===== src/rtl/data_memory_arbiter.sv =====
`default_nettype none
// ============================================================================
// Module      : data_memory_arbiter
// Description : Round-robin two-requester arbiter and access sequencer for a
//               single-port DataMemory, with alignment/size legality checks.
// Revision    : 1.0 - initial release
// ============================================================================
module data_memory_arbiter (
    input  logic        Clk,
    input  logic        Rst,
    input  logic        R0Req,
    input  logic        R1Req,
    input  logic        R0Write,
    input  logic        R1Write,
    input  logic [31:0] R0Address,
    input  logic [31:0] R1Address,
    input  logic [31:0] R0WriteData,
    input  logic [31:0] R1WriteData,
    input  logic [1:0]  R0ByteSel,
    input  logic [1:0]  R1ByteSel,
    output logic        R0Grant,
    output logic        R1Grant,
    output logic        R0Done,
    output logic        R1Done,
    output logic        R0Error,
    output logic        R1Error,
    output logic [31:0] R0ReadData,
    output logic [31:0] R1ReadData,
    output logic [31:0] Address,
    output logic [31:0] WriteData,
    output logic        MemWrite,
    output logic        MemRead,
    output logic [1:0]  ByteSel,
    input  logic [31:0] ReadData
);

    typedef enum logic [1:0] {
        IDLE   = 2'd0,
        ACCESS = 2'd1,
        DONE   = 2'd2
    } state_t;

    state_t      r_state;
    state_t      w_state_next;

    logic        r_owner;
    logic        r_last;
    logic        r_err;
    logic        r_write;
    logic [31:0] r_address;
    logic [31:0] r_write_data;
    logic [1:0]  r_byte_sel;
    logic [31:0] r_rd0;
    logic [31:0] r_rd1;

    logic        w_elig0;
    logic        w_elig1;
    logic        w_grant_valid;
    logic        w_grant_id;
    logic        w_sel_write;
    logic [31:0] w_sel_addr;
    logic [31:0] w_sel_wdata;
    logic [1:0]  w_sel_bytesel;
    logic        w_sel_illegal;

    // The owner still holds Req during DONE, so it must not win again there.
    assign w_elig0 = R0Req && !((r_state == DONE) && (r_owner == 1'b0));
    assign w_elig1 = R1Req && !((r_state == DONE) && (r_owner == 1'b1));

    always_comb begin
        w_grant_valid = 1'b0;
        w_grant_id    = 1'b0;
        if ((r_state == IDLE) || (r_state == DONE)) begin
            if (w_elig0 && w_elig1) begin
                w_grant_valid = 1'b1;
                w_grant_id    = ~r_last;
            end else if (w_elig0) begin
                w_grant_valid = 1'b1;
                w_grant_id    = 1'b0;
            end else if (w_elig1) begin
                w_grant_valid = 1'b1;
                w_grant_id    = 1'b1;
            end
        end
    end

    assign w_sel_write   = w_grant_id ? R1Write     : R0Write;
    assign w_sel_addr    = w_grant_id ? R1Address   : R0Address;
    assign w_sel_wdata   = w_grant_id ? R1WriteData : R0WriteData;
    assign w_sel_bytesel = w_grant_id ? R1ByteSel   : R0ByteSel;

    always_comb begin
        w_sel_illegal = 1'b0;
        case (w_sel_bytesel)
            2'b00:   w_sel_illegal = (w_sel_addr[1:0] != 2'b00);
            2'b11:   w_sel_illegal = w_sel_addr[0];
            2'b01:   w_sel_illegal = 1'b0;
            default: w_sel_illegal = 1'b1;
        endcase
    end

    always_ff @(posedge Clk) begin
        if (Rst) begin
            r_state <= IDLE;
        end else begin
            r_state <= w_state_next;
        end
    end

    always_comb begin
        w_state_next = r_state;
        R0Grant      = 1'b0;
        R1Grant      = 1'b0;
        R0Done       = 1'b0;
        R1Done       = 1'b0;
        R0Error      = 1'b0;
        R1Error      = 1'b0;
        MemWrite     = 1'b0;
        MemRead      = 1'b0;
        case (r_state)
            IDLE: begin
                if (w_grant_valid) begin
                    w_state_next = ACCESS;
                end
            end
            ACCESS: begin
                w_state_next = DONE;
                R0Grant      = (r_owner == 1'b0);
                R1Grant      = (r_owner == 1'b1);
                MemWrite     = !r_err && r_write;
                MemRead      = !r_err && !r_write;
            end
            DONE: begin
                w_state_next = w_grant_valid ? ACCESS : IDLE;
                R0Done       = (r_owner == 1'b0);
                R1Done       = (r_owner == 1'b1);
                R0Error      = (r_owner == 1'b0) && r_err;
                R1Error      = (r_owner == 1'b1) && r_err;
            end
            default: w_state_next = IDLE;
        endcase
    end

    // Operands are latched at grant; requesters hold them stable until Done,
    // and the latched copy gives the hold-last-value behaviour outside ACCESS.
    always_ff @(posedge Clk) begin
        if (Rst) begin
            r_owner      <= 1'b0;
            r_last       <= 1'b1;
            r_err        <= 1'b0;
            r_write      <= 1'b0;
            r_address    <= 32'h0;
            r_write_data <= 32'h0;
            r_byte_sel   <= 2'b00;
            r_rd0        <= 32'h0;
            r_rd1        <= 32'h0;
        end else begin
            if (w_grant_valid) begin
                r_owner      <= w_grant_id;
                r_last       <= w_grant_id;
                r_err        <= w_sel_illegal;
                r_write      <= w_sel_write;
                r_address    <= w_sel_addr;
                r_write_data <= w_sel_wdata;
                r_byte_sel   <= w_sel_bytesel;
            end
            if ((r_state == ACCESS) && !r_err && !r_write) begin
                if (r_owner == 1'b0) begin
                    r_rd0 <= ReadData;
                end else begin
                    r_rd1 <= ReadData;
                end
            end
        end
    end

    assign Address    = r_address;
    assign WriteData  = r_write_data;
    assign ByteSel    = r_byte_sel;
    assign R0ReadData = r_rd0;
    assign R1ReadData = r_rd1;

endmodule
`default_nettype wire


===== config.mk =====
export PLATFORM = sky130hd
export DESIGN_NAME = data_memory_arbiter
export DESIGN_NICKNAME = d
export VERILOG_FILES = /design/src/rtl/data_memory_arbiter.sv
export SDC_FILE = /design/constraint.sdc
export NUM_CORES = 1
export LEC_CHECK = 0
export CAP_MARGIN = 30
export CORE_ASPECT_RATIO = 1.75
export CORE_MARGIN = 3
export CORE_UTILIZATION = 41
export DETAILED_ROUTE_END_ITERATION = 6
export PLACE_DENSITY_LB_ADDON = 0.15
export SLEW_MARGIN = 25
export SYNTH_ARGS = -nofsm -noshare
export SYNTH_HDL_FRONTEND = slang
export SYNTH_SLANG_ARGS = --single-unit

===== constraint.sdc =====
create_clock -name Clk -period 3.6 [get_ports Clk]
set_input_delay 0.72 -clock Clk [delete_from_list [all_inputs] [get_ports Clk]]
set_output_delay 0.72 -clock Clk [all_outputs]
set_load 0.02 [all_outputs]

; ---- Word-level counts from Yosys, hierarchy flattened
; Index checks and enable logic that the tools add are counted.
[totals]
regBits = 136
latch_bits = 0
ramBits = 0
rom_bits = 0
inputBits = 170
output_inout_bits = 138
wordCells = 61
mem_count = 0
[classes]
add_sub_neg = 0
multipliers = 0
div_mod_pow = 0
order_cmp = 0
eq_ne = 5
shift = 0
mux = 23
bitwise_logic = 2
reduce_logical = 21
[ops]
columns = cell, n
row1 = $mux 32, 2
row2 = $mux 1, 17
row3 = $logic_and 1x1->1, 11
row4 = $pmux 2 s3, 1
row5 = $eq 2x1->1 const B, 2
row6 = $eq 2x2->1 const B, 2
row7 = $logic_not 1->1, 4
row8 = $logic_not 2->1, 2
row9 = $mux 2, 2
row10 = $reduce_and 2->1, 2
row11 = $pmux 1 s3, 1
row12 = $ne 2x2->1 const B, 1
row13 = $not 1->1, 2
row14 = $reduce_bool 2->1, 1
row15 = $logic_or 1x1->1, 1

; ---- Depth between registers and ports, before layout
; Gate-level depths: netlist of the first run.
[depth]
ltp_word = 11
depth_mapped = 8
ltp_nobuf = 4

; ---- Worst setup path before layout of the first run
; Ideal clock, no wire load.
[synth_timing]
path_kind = reg-to-output
startpoint = reg r_owner
endpoint = out R1Error
arrival_ns = 1.420
t_required_ns = 2.880
setup_slack_ns = 1.460
path_stages_with_launch = 5
n_path_buf = 1
cell_sequence = dfxtp_1 buf_2 inv_1 nor3b_1 and2_1
[synth_between]
elab_chain_len = 2
[synth_rtl]
columns = element, line
row1 = from (decl), 46  ; logic r_owner;
row2 = from (signal assigned), 159  ; r_owner <= w_grant_id;
row3 = $logic_and 1x1->1, 138  ; R1Error = (r_owner == 1'b1) && r_err;
row4 = $mux 1, 120  ; case (r_state)
row5 = to (decl), 26  ; output logic R1Error,
; Every way passes these cells.

; ---- Worst setup path after layout of the first run
; Ends and elaborated chain as after synthesis.

==> impl_metrics.env, run 1 <==
export IMPL_drv_cap=0
export IMPL_slew_viol_final=0
export IMPL_rows=54
export IMPL_status="finished, final reports clean"
export IMPL_initial_utilization_pct=42.5
export IMPL_setup_violations=0
export IMPL_cts_made_buffers=17
export IMPL_critPathArrivalTime_ns=2.18
export IMPL_ys_types=25
export IMPL_numClockSinks=136
export IMPL_drc=0
export IMPL_synthTopCellsByArea="dfxtp_1 (51%), nand2_1 (19%), a311oi_1 (11%)"
export IMPL_hp_class="flip-flop to flip-flop"
export IMPL_multi_input_area_um2=2370
export IMPL_grt_ovfl_total=0
export IMPL_root_buffer="clkbuf_16"
export IMPL_ys_seq_elements=136
export IMPL_worst_r2r_setup_slack_ns=1.37
export IMPL_critPathKind="flip-flop to primary output"
export IMPL_clkTransAtPathRegs_ns=0.06
export IMPL_holdBufCountCts=0
export IMPL_clk_path_buf_depth=2
export IMPL_cpPeakStageDelay_ns=0.62
export IMPL_p_leak_uw=0.00334
export IMPL_drive_above_1_share_pct=4.68
export IMPL_tns_ns=0
export IMPL_postSynthCellCount=692
export IMPL_wl_per_cell_um=16.2
export IMPL_end_kind="primary output"
export IMPL_vias=5778
export IMPL_cts_resized=0
export IMPL_cts_tree="yes"
export IMPL_p_total_uw=4390
export IMPL_synth_largest_area_cell="dfxtp_1"
export IMPL_htreeDepth=4
export IMPL_numPortBuffers=307
export IMPL_slew_headroom_pct=41.0
export IMPL_syn_nets=862
export IMPL_cp_buffers_inverters=2
export IMPL_grt_pass1_wl_um=28700
export IMPL_start_kind="flip-flop"
export IMPL_finClkSkew_ns=0.00895
export IMPL_crit_fanout=7
export IMPL_tightestPinTransition_ns=0.885
export IMPL_period_share_pct=80.6
export IMPL_ff2ff_path_depth=5
export IMPL_seq_area_um2=2720
export IMPL_rsz0062_at_grt="no"
export IMPL_fin_util_pct=71.8
export IMPL_syn_to_final_growth_pct=68.8
export IMPL_nets=1139
export IMPL_viasPerCell=5.02
export IMPL_async_reset_ff_share_pct=0
export IMPL_required_ns=2.88
export IMPL_drt_initial_drc_count=268
export IMPL_grt_pass1_vias=5482
export IMPL_netlist_area_um2=5370
export IMPL_track_usage_pct=25.3
export IMPL_syn_area_per_cell_um2=7.77
export IMPL_yosys_area_top_type_share_pct=50.7
export IMPL_hold_end="R0ReadData[4]$_SDFFE_PP0P_"
export IMPL_worstPathCellList="inv_1 > nor3b_1 > and2_1 > clkdlybuf4s50_1"
export IMPL_yosysSeqAreaShare_pct=50.7
export IMPL_synthTopCellsByCount="nand2_1 (265), dfxtp_1 (136), nor2_1 (73)"
export IMPL_ys_flop_type="dfxtp_1"
export IMPL_worstHoldStart="R0ReadData[4]$_SDFFE_PP0P_"
export IMPL_synth_most_common_cell="nand2_1"
export IMPL_hold_worst_slack_ns=0.450
export IMPL_drt_antenna_violating_nets=0
export IMPL_reg2reg_to="Address[23]$_SDFFE_PP0P_"
export IMPL_insertion_delay_ns=0.41
export IMPL_antenna_found_initial=2
export IMPL_worst_path_max_delay_cell="clkdlybuf4s50_1"
export IMPL_yosysWarnings=0
export IMPL_die_area_um2=14600
export IMPL_synth_edf_count=0
export IMPL_die_w_um=92.5
export IMPL_drt_wl_total_um=18600
export IMPL_grt_max_degree=78
export IMPL_gp_congestion=0.817
export IMPL_top_level_ports=308
export IMPL_hold_violations=0
export IMPL_fillers=1048
export IMPL_critPathTopFamily="buffers and inverters"
export IMPL_core_area_um2=12600
export IMPL_post_cts_setup_buffer_count=0
export IMPL_layout_min_cycle_time_ns=2.90
export IMPL_place_hpwl_um=13800
export IMPL_hold_path_depth=2
export IMPL_clock_fmax_mhz=345
export IMPL_r2r_start="r_state[1]$_SDFFE_PP0P_"
export IMPL_die_h_um=157
export IMPL_cellPowerDensity_nw_per_um2=484
export IMPL_vdd_drop_max_v=0.000441
export IMPL_dr_pass1_iters=5
==> per-layer routing <==
| metal | global-route usage [%] | vias to the layer above | part of all wire [%] |
|---|---|---|---|
| met5 | 0 | - | 0.070 |
| met4 | 10.8 | 2 | 3.4 |
| met3 | 10.1 | 36 | 10 |
| met2 | 44.9 | 261 | 52 |
| met1 | 26.1 | 2598 | 34 |
| li1 | - | 2881 | - |
==> cells in the final DEF (no fill, tap or decap), drive strengths merged <==
cell / synthesis / layout
a211oi: 1 / 1
a21boi: 2 / 2
a21oi: 64 / 64
a311oi: 68 / 68
and2: 4 / 4
and4b: 1 / 1
buf: 30 / 12
bufinv: 0 / 2
clkbuf: 30 / 18
clkdlybuf4s50: 0 / 306
clkinv: 0 / 2
clkinvlp: 0 / 4
dfxtp: 136 / 136
diode: 0 / 1
inv: 2 / 8
mux2i: 1 / 1
nand2: 265 / 265
nand2b: 1 / 1
nand3b: 1 / 1
nand4b: 1 / 1
nor2: 73 / 73
nor2b: 2 / 2
nor3: 2 / 2
nor3b: 3 / 3
nor4b: 1 / 1
o21ai: 2 / 2
or3: 2 / 2
==> metrics by stage <==
step | area [µm²] | worst slack (ns) | std cells
3_5_place_dp | 8480 | 0.704 | 1118
2_1_floorplan | 5370 | 1.46 | 692
6_report | 9070 | 0.699 | 1151
3_3_place_gp | 8480 | 0.819 | 1118
5_1_grt | 9070 | 0.559 | 1151
4_1_cts | 9070 | 0.706 | 1150
==> worst reg2reg max path, delay by kind of cell, from the launching register on <==
kind,cells,cell delay (ns)
AOI/OAI and AO/OA,1,0.29
buffers and inverters,1,0.27
DFF,1,0.48
and+or+nand+nor,3,1.10
==> layout make-up <==
type / count / area share (%)
repair buffers: 318 / 34.9
flip-flops and latches: 136 / 30.0
well taps: 168 / 2.32
clock buffers: 18 / 4.73
clock inverters: 14 / 1.79
multi-input cells: 494 / 26.1
inverters: 2 / 0.0828
diodes: 1 / 0.0276
==> how the worst max path moves through the flow <==
stage	startpoint	to	slack, ns	cells after the start
3_3_place_gp	R0Req	Address[23]$_SDFFE_PP0P_	0.82	6
3_5_place_dp	R0Req	Address[23]$_SDFFE_PP0P_	0.70	6
4_1_cts	r_owner$_SDFFE_PP0P_	R1Error	0.71	4
5_1_grt	r_owner$_SDFFE_PP0P_	R1Error	0.56	4
2_1_floorplan	r_owner$_SDFFE_PP0P_	R1Error	1.46	4
6_report	r_owner$_SDFFE_PP0P_	R1Error	0.70	4
==> where the power goes <==
part	total [µW]	internal, µW	switching, µW
sequential	1690	1630	65.7
combinational	960	473	487
clock	1740	1040	701
total	4390	3140	1250
==> cells by family (layout without fill, tap and decap cells) <==
family                 count (synthesis)  count (layout)  synth area share (%)
AOI/OAI and AO/OA                    137             137                  17.7
DFF                                  136             136                  50.7
buffers and inverters                 62             352                  5.38
other                                  0               1                     0
and+or+nand+nor                      356             356                  26.0
muxes                                  1               1                 0.186
==> registers in the layout (all words and copies together) (netlist names) <==
signal / count
r_owner: 1
R1ReadData: 32
r_write: 1
ByteSel: 2
r_err: 1
R0ReadData: 32
Address: 32
WriteData: 32
r_last: 1
r_state: 2
Note: power is estimated with default switching activity, not from simulation.
==> inputs of run 2 (changes only) <==
Settings changed: CORE_UTILIZATION 41 to 38.
Clock period 3.6 ns to 2.85 ns, I/O delays scaled along.
==> run 2 against run 1 <==
Compared with the run above:
- die area grew 7.5%
- non-clock buffer count grew 3
- power grew 29%
- hold slack gained 0.0013 ns
- count of clock-buffer cells in the layout is the same
- largest power group unchanged
- highest routed layer is now met4
==> impl_metrics.env, run 2 (synthesized netlist as in run 1, its figures left out) <==
export IMPL_status="finished, final reports clean"
export IMPL_insertion_delay_ns=0.41
export IMPL_cts_tree="yes"
export IMPL_place_hpwl_um=13300
export IMPL_root_buffer="clkbuf_16"
export IMPL_post_cts_setup_buffer_count=0
export IMPL_drc=0
export IMPL_required_ns=2.28
export IMPL_multi_input_area_um2=2380
export IMPL_fillers=1183
export IMPL_worstHoldStart="R0ReadData[11]$_SDFFE_PP0P_"
export IMPL_htreeDepth=4
export IMPL_drt_antenna_violating_nets=0
export IMPL_worstPathCellList="inv_1 > nor3b_2 > and2_1 > clkdlybuf4s50_1"
export IMPL_final_common_cell="clkdlybuf4s50_1"
export IMPL_hold_end="R0ReadData[11]$_SDFFE_PP0P_"
export IMPL_grt_pass1_wl_um=28300
export IMPL_final_cell_area_um2=9160
export IMPL_numClockSinks=136
export IMPL_grt_ovfl_total=0
export IMPL_cts_made_buffers=17
export IMPL_cpPeakStageDelay_ns=0.68
export IMPL_vias=5659
export IMPL_tns_ns=0
export IMPL_cellPowerDensity_nw_per_um2=619
export IMPL_hold_worst_slack_ns=0.452
export IMPL_p_leak_uw=0.00339
export IMPL_hold_path_depth=2
export IMPL_setup_violations=0
export IMPL_gp_congestion=0.830
export IMPL_grt_max_degree=92
export IMPL_hp_class="flip-flop to flip-flop"
export IMPL_ff2ff_path_depth=5
export IMPL_drv_cap=0
export IMPL_clk_path_buf_depth=2
export IMPL_slew_headroom_pct=60.4
export IMPL_track_usage_pct=23.4
export IMPL_final_cell_mix="clkdlybuf4s50_1 (306), nand2_1 (265), dfxtp_1 (136), nor2_1 (73), a311oi_1 (68)"
export IMPL_num_antenna_cells=0
export IMPL_die_w_um=95.9
export IMPL_numPortBuffers=307
export IMPL_drt_wl_total_um=18300
export IMPL_worst_r2r_setup_slack_ns=0.90
export IMPL_reg2reg_to="WriteData[5]$_SDFFE_PP0P_"
export IMPL_grt_pass1_vias=5509
export IMPL_dr_pass1_iters=4
export IMPL_rsz0062_at_grt="no"
export IMPL_hold_violations=0
export IMPL_drt_initial_drc_count=194
export IMPL_rows=56
export IMPL_holdBufCountCts=0
export IMPL_antenna_found_initial=0
export IMPL_tightestPinTransition_ns=0.594
export IMPL_viasPerCell=4.88
export IMPL_wl_per_cell_um=15.8
export IMPL_vdd_drop_max_v=0.000358
export IMPL_core_area_um2=13600
export IMPL_end_kind="primary output"
export IMPL_slew_viol_final=0
export IMPL_post_dp_cell_area_um2=8530
export IMPL_critPathArrivalTime_ns=2.11
export IMPL_r2r_start="r_state[1]$_SDFFE_PP0P_"
export IMPL_cts_resized=0
export IMPL_worst_path_max_delay_cell="clkdlybuf4s50_1"
export IMPL_clkTransAtPathRegs_ns=0.06
export IMPL_syn_to_final_growth_pct=70.5
export IMPL_drive_above_1_share_pct=5.08
export IMPL_start_kind="flip-flop"
export IMPL_layout_min_cycle_time_ns=2.68
export IMPL_clock_fmax_mhz=373
export IMPL_critPathKind="flip-flop to primary output"
export IMPL_seq_area_um2=2720
export IMPL_die_h_um=163
export IMPL_finClkSkew_ns=0.0140
export IMPL_die_area_um2=15700
export IMPL_nets=1142
export IMPL_critPathTopFamily="buffers and inverters"
export IMPL_period_share_pct=94.0
export IMPL_cp_buffers_inverters=2
export IMPL_initial_utilization_pct=39.5
export IMPL_crit_fanout=7
export IMPL_top_level_ports=308
[run 2: changes by cell type in the layout (fill, tap and decap cells not counted), moves of 2 or more]
| cell | delta |
|---|---|
| buf_12 | +2 |
| bufinv_16 | +2 |
| clkinv_2 | +3 |
| clkinvlp_4 | -3 |
| inv_6 | -2 |
[run 2: through the flow]
| stage | power, µW | setup WS, ns | std cells | util [%] |
|---|---|---|---|---|
| after floorplan | 2760 | 0.860 | 692 | - |
| after global placement | 3390 | 0.520 | 1127 | 62.8 |
| after detailed placement | 3410 | 0.422 | 1127 | 62.8 |
| after CTS | 5740 | 0.0494 | 1159 | 67.4 |
| after global routing | 5920 | 0.0339 | 1159 | 67.4 |
| final | 5670 | 0.171 | 1159 | 67.4 |
[run 2: area by class of cell]
class / count / share of cell area (%)
inverters: 2 / 0.0819
multi-input cells: 494 / 25.9
clock inverters: 14 / 2.13
well taps: 174 / 2.38
flip-flops and latches: 136 / 29.7
clock buffers: 18 / 4.68
repair buffers: 321 / 35.1
[run 2: tightest hold or removal path: stages, from the launching register on]
cell and delay, ns:
dfxtp_1 0.30, nand2_1 0.05, a21oi_1 0.05
[run 2: how the worst max path moves through the flow]
stage | startpoint | endpoint | slack [ns] | depth (start not counted)
finish | r_owner$_SDFFE_PP0P_ | R1Error | 0.17 | 4
global route | r_owner$_SDFFE_PP0P_ | R1Error | 0.03 | 4
CTS | r_owner$_SDFFE_PP0P_ | R1Error | 0.05 | 4
detailed placement | R0Req | WriteData[6]$_SDFFE_PP0P_ | 0.42 | 6
global placement | R1Req | WriteData[27]$_SDFFE_PP0P_ | 0.52 | 6
floorplan | r_owner$_SDFFE_PP0P_ | R1Error | 0.86 | 4
[run 2: per-layer routing]
metal  share of wire, %  track usage [%]
met1                 35             24.8
met2                 53             40.6
met3                9.4             9.77
met4                2.6             8.61
met5                  0                0
[run 2: power by group]
group          internal, µW  switching (µW)  leakage [µW]
Combinational           609             612       0.00197
Sequential             2050            85.5       0.00112
Clock                  1470             843      0.000305
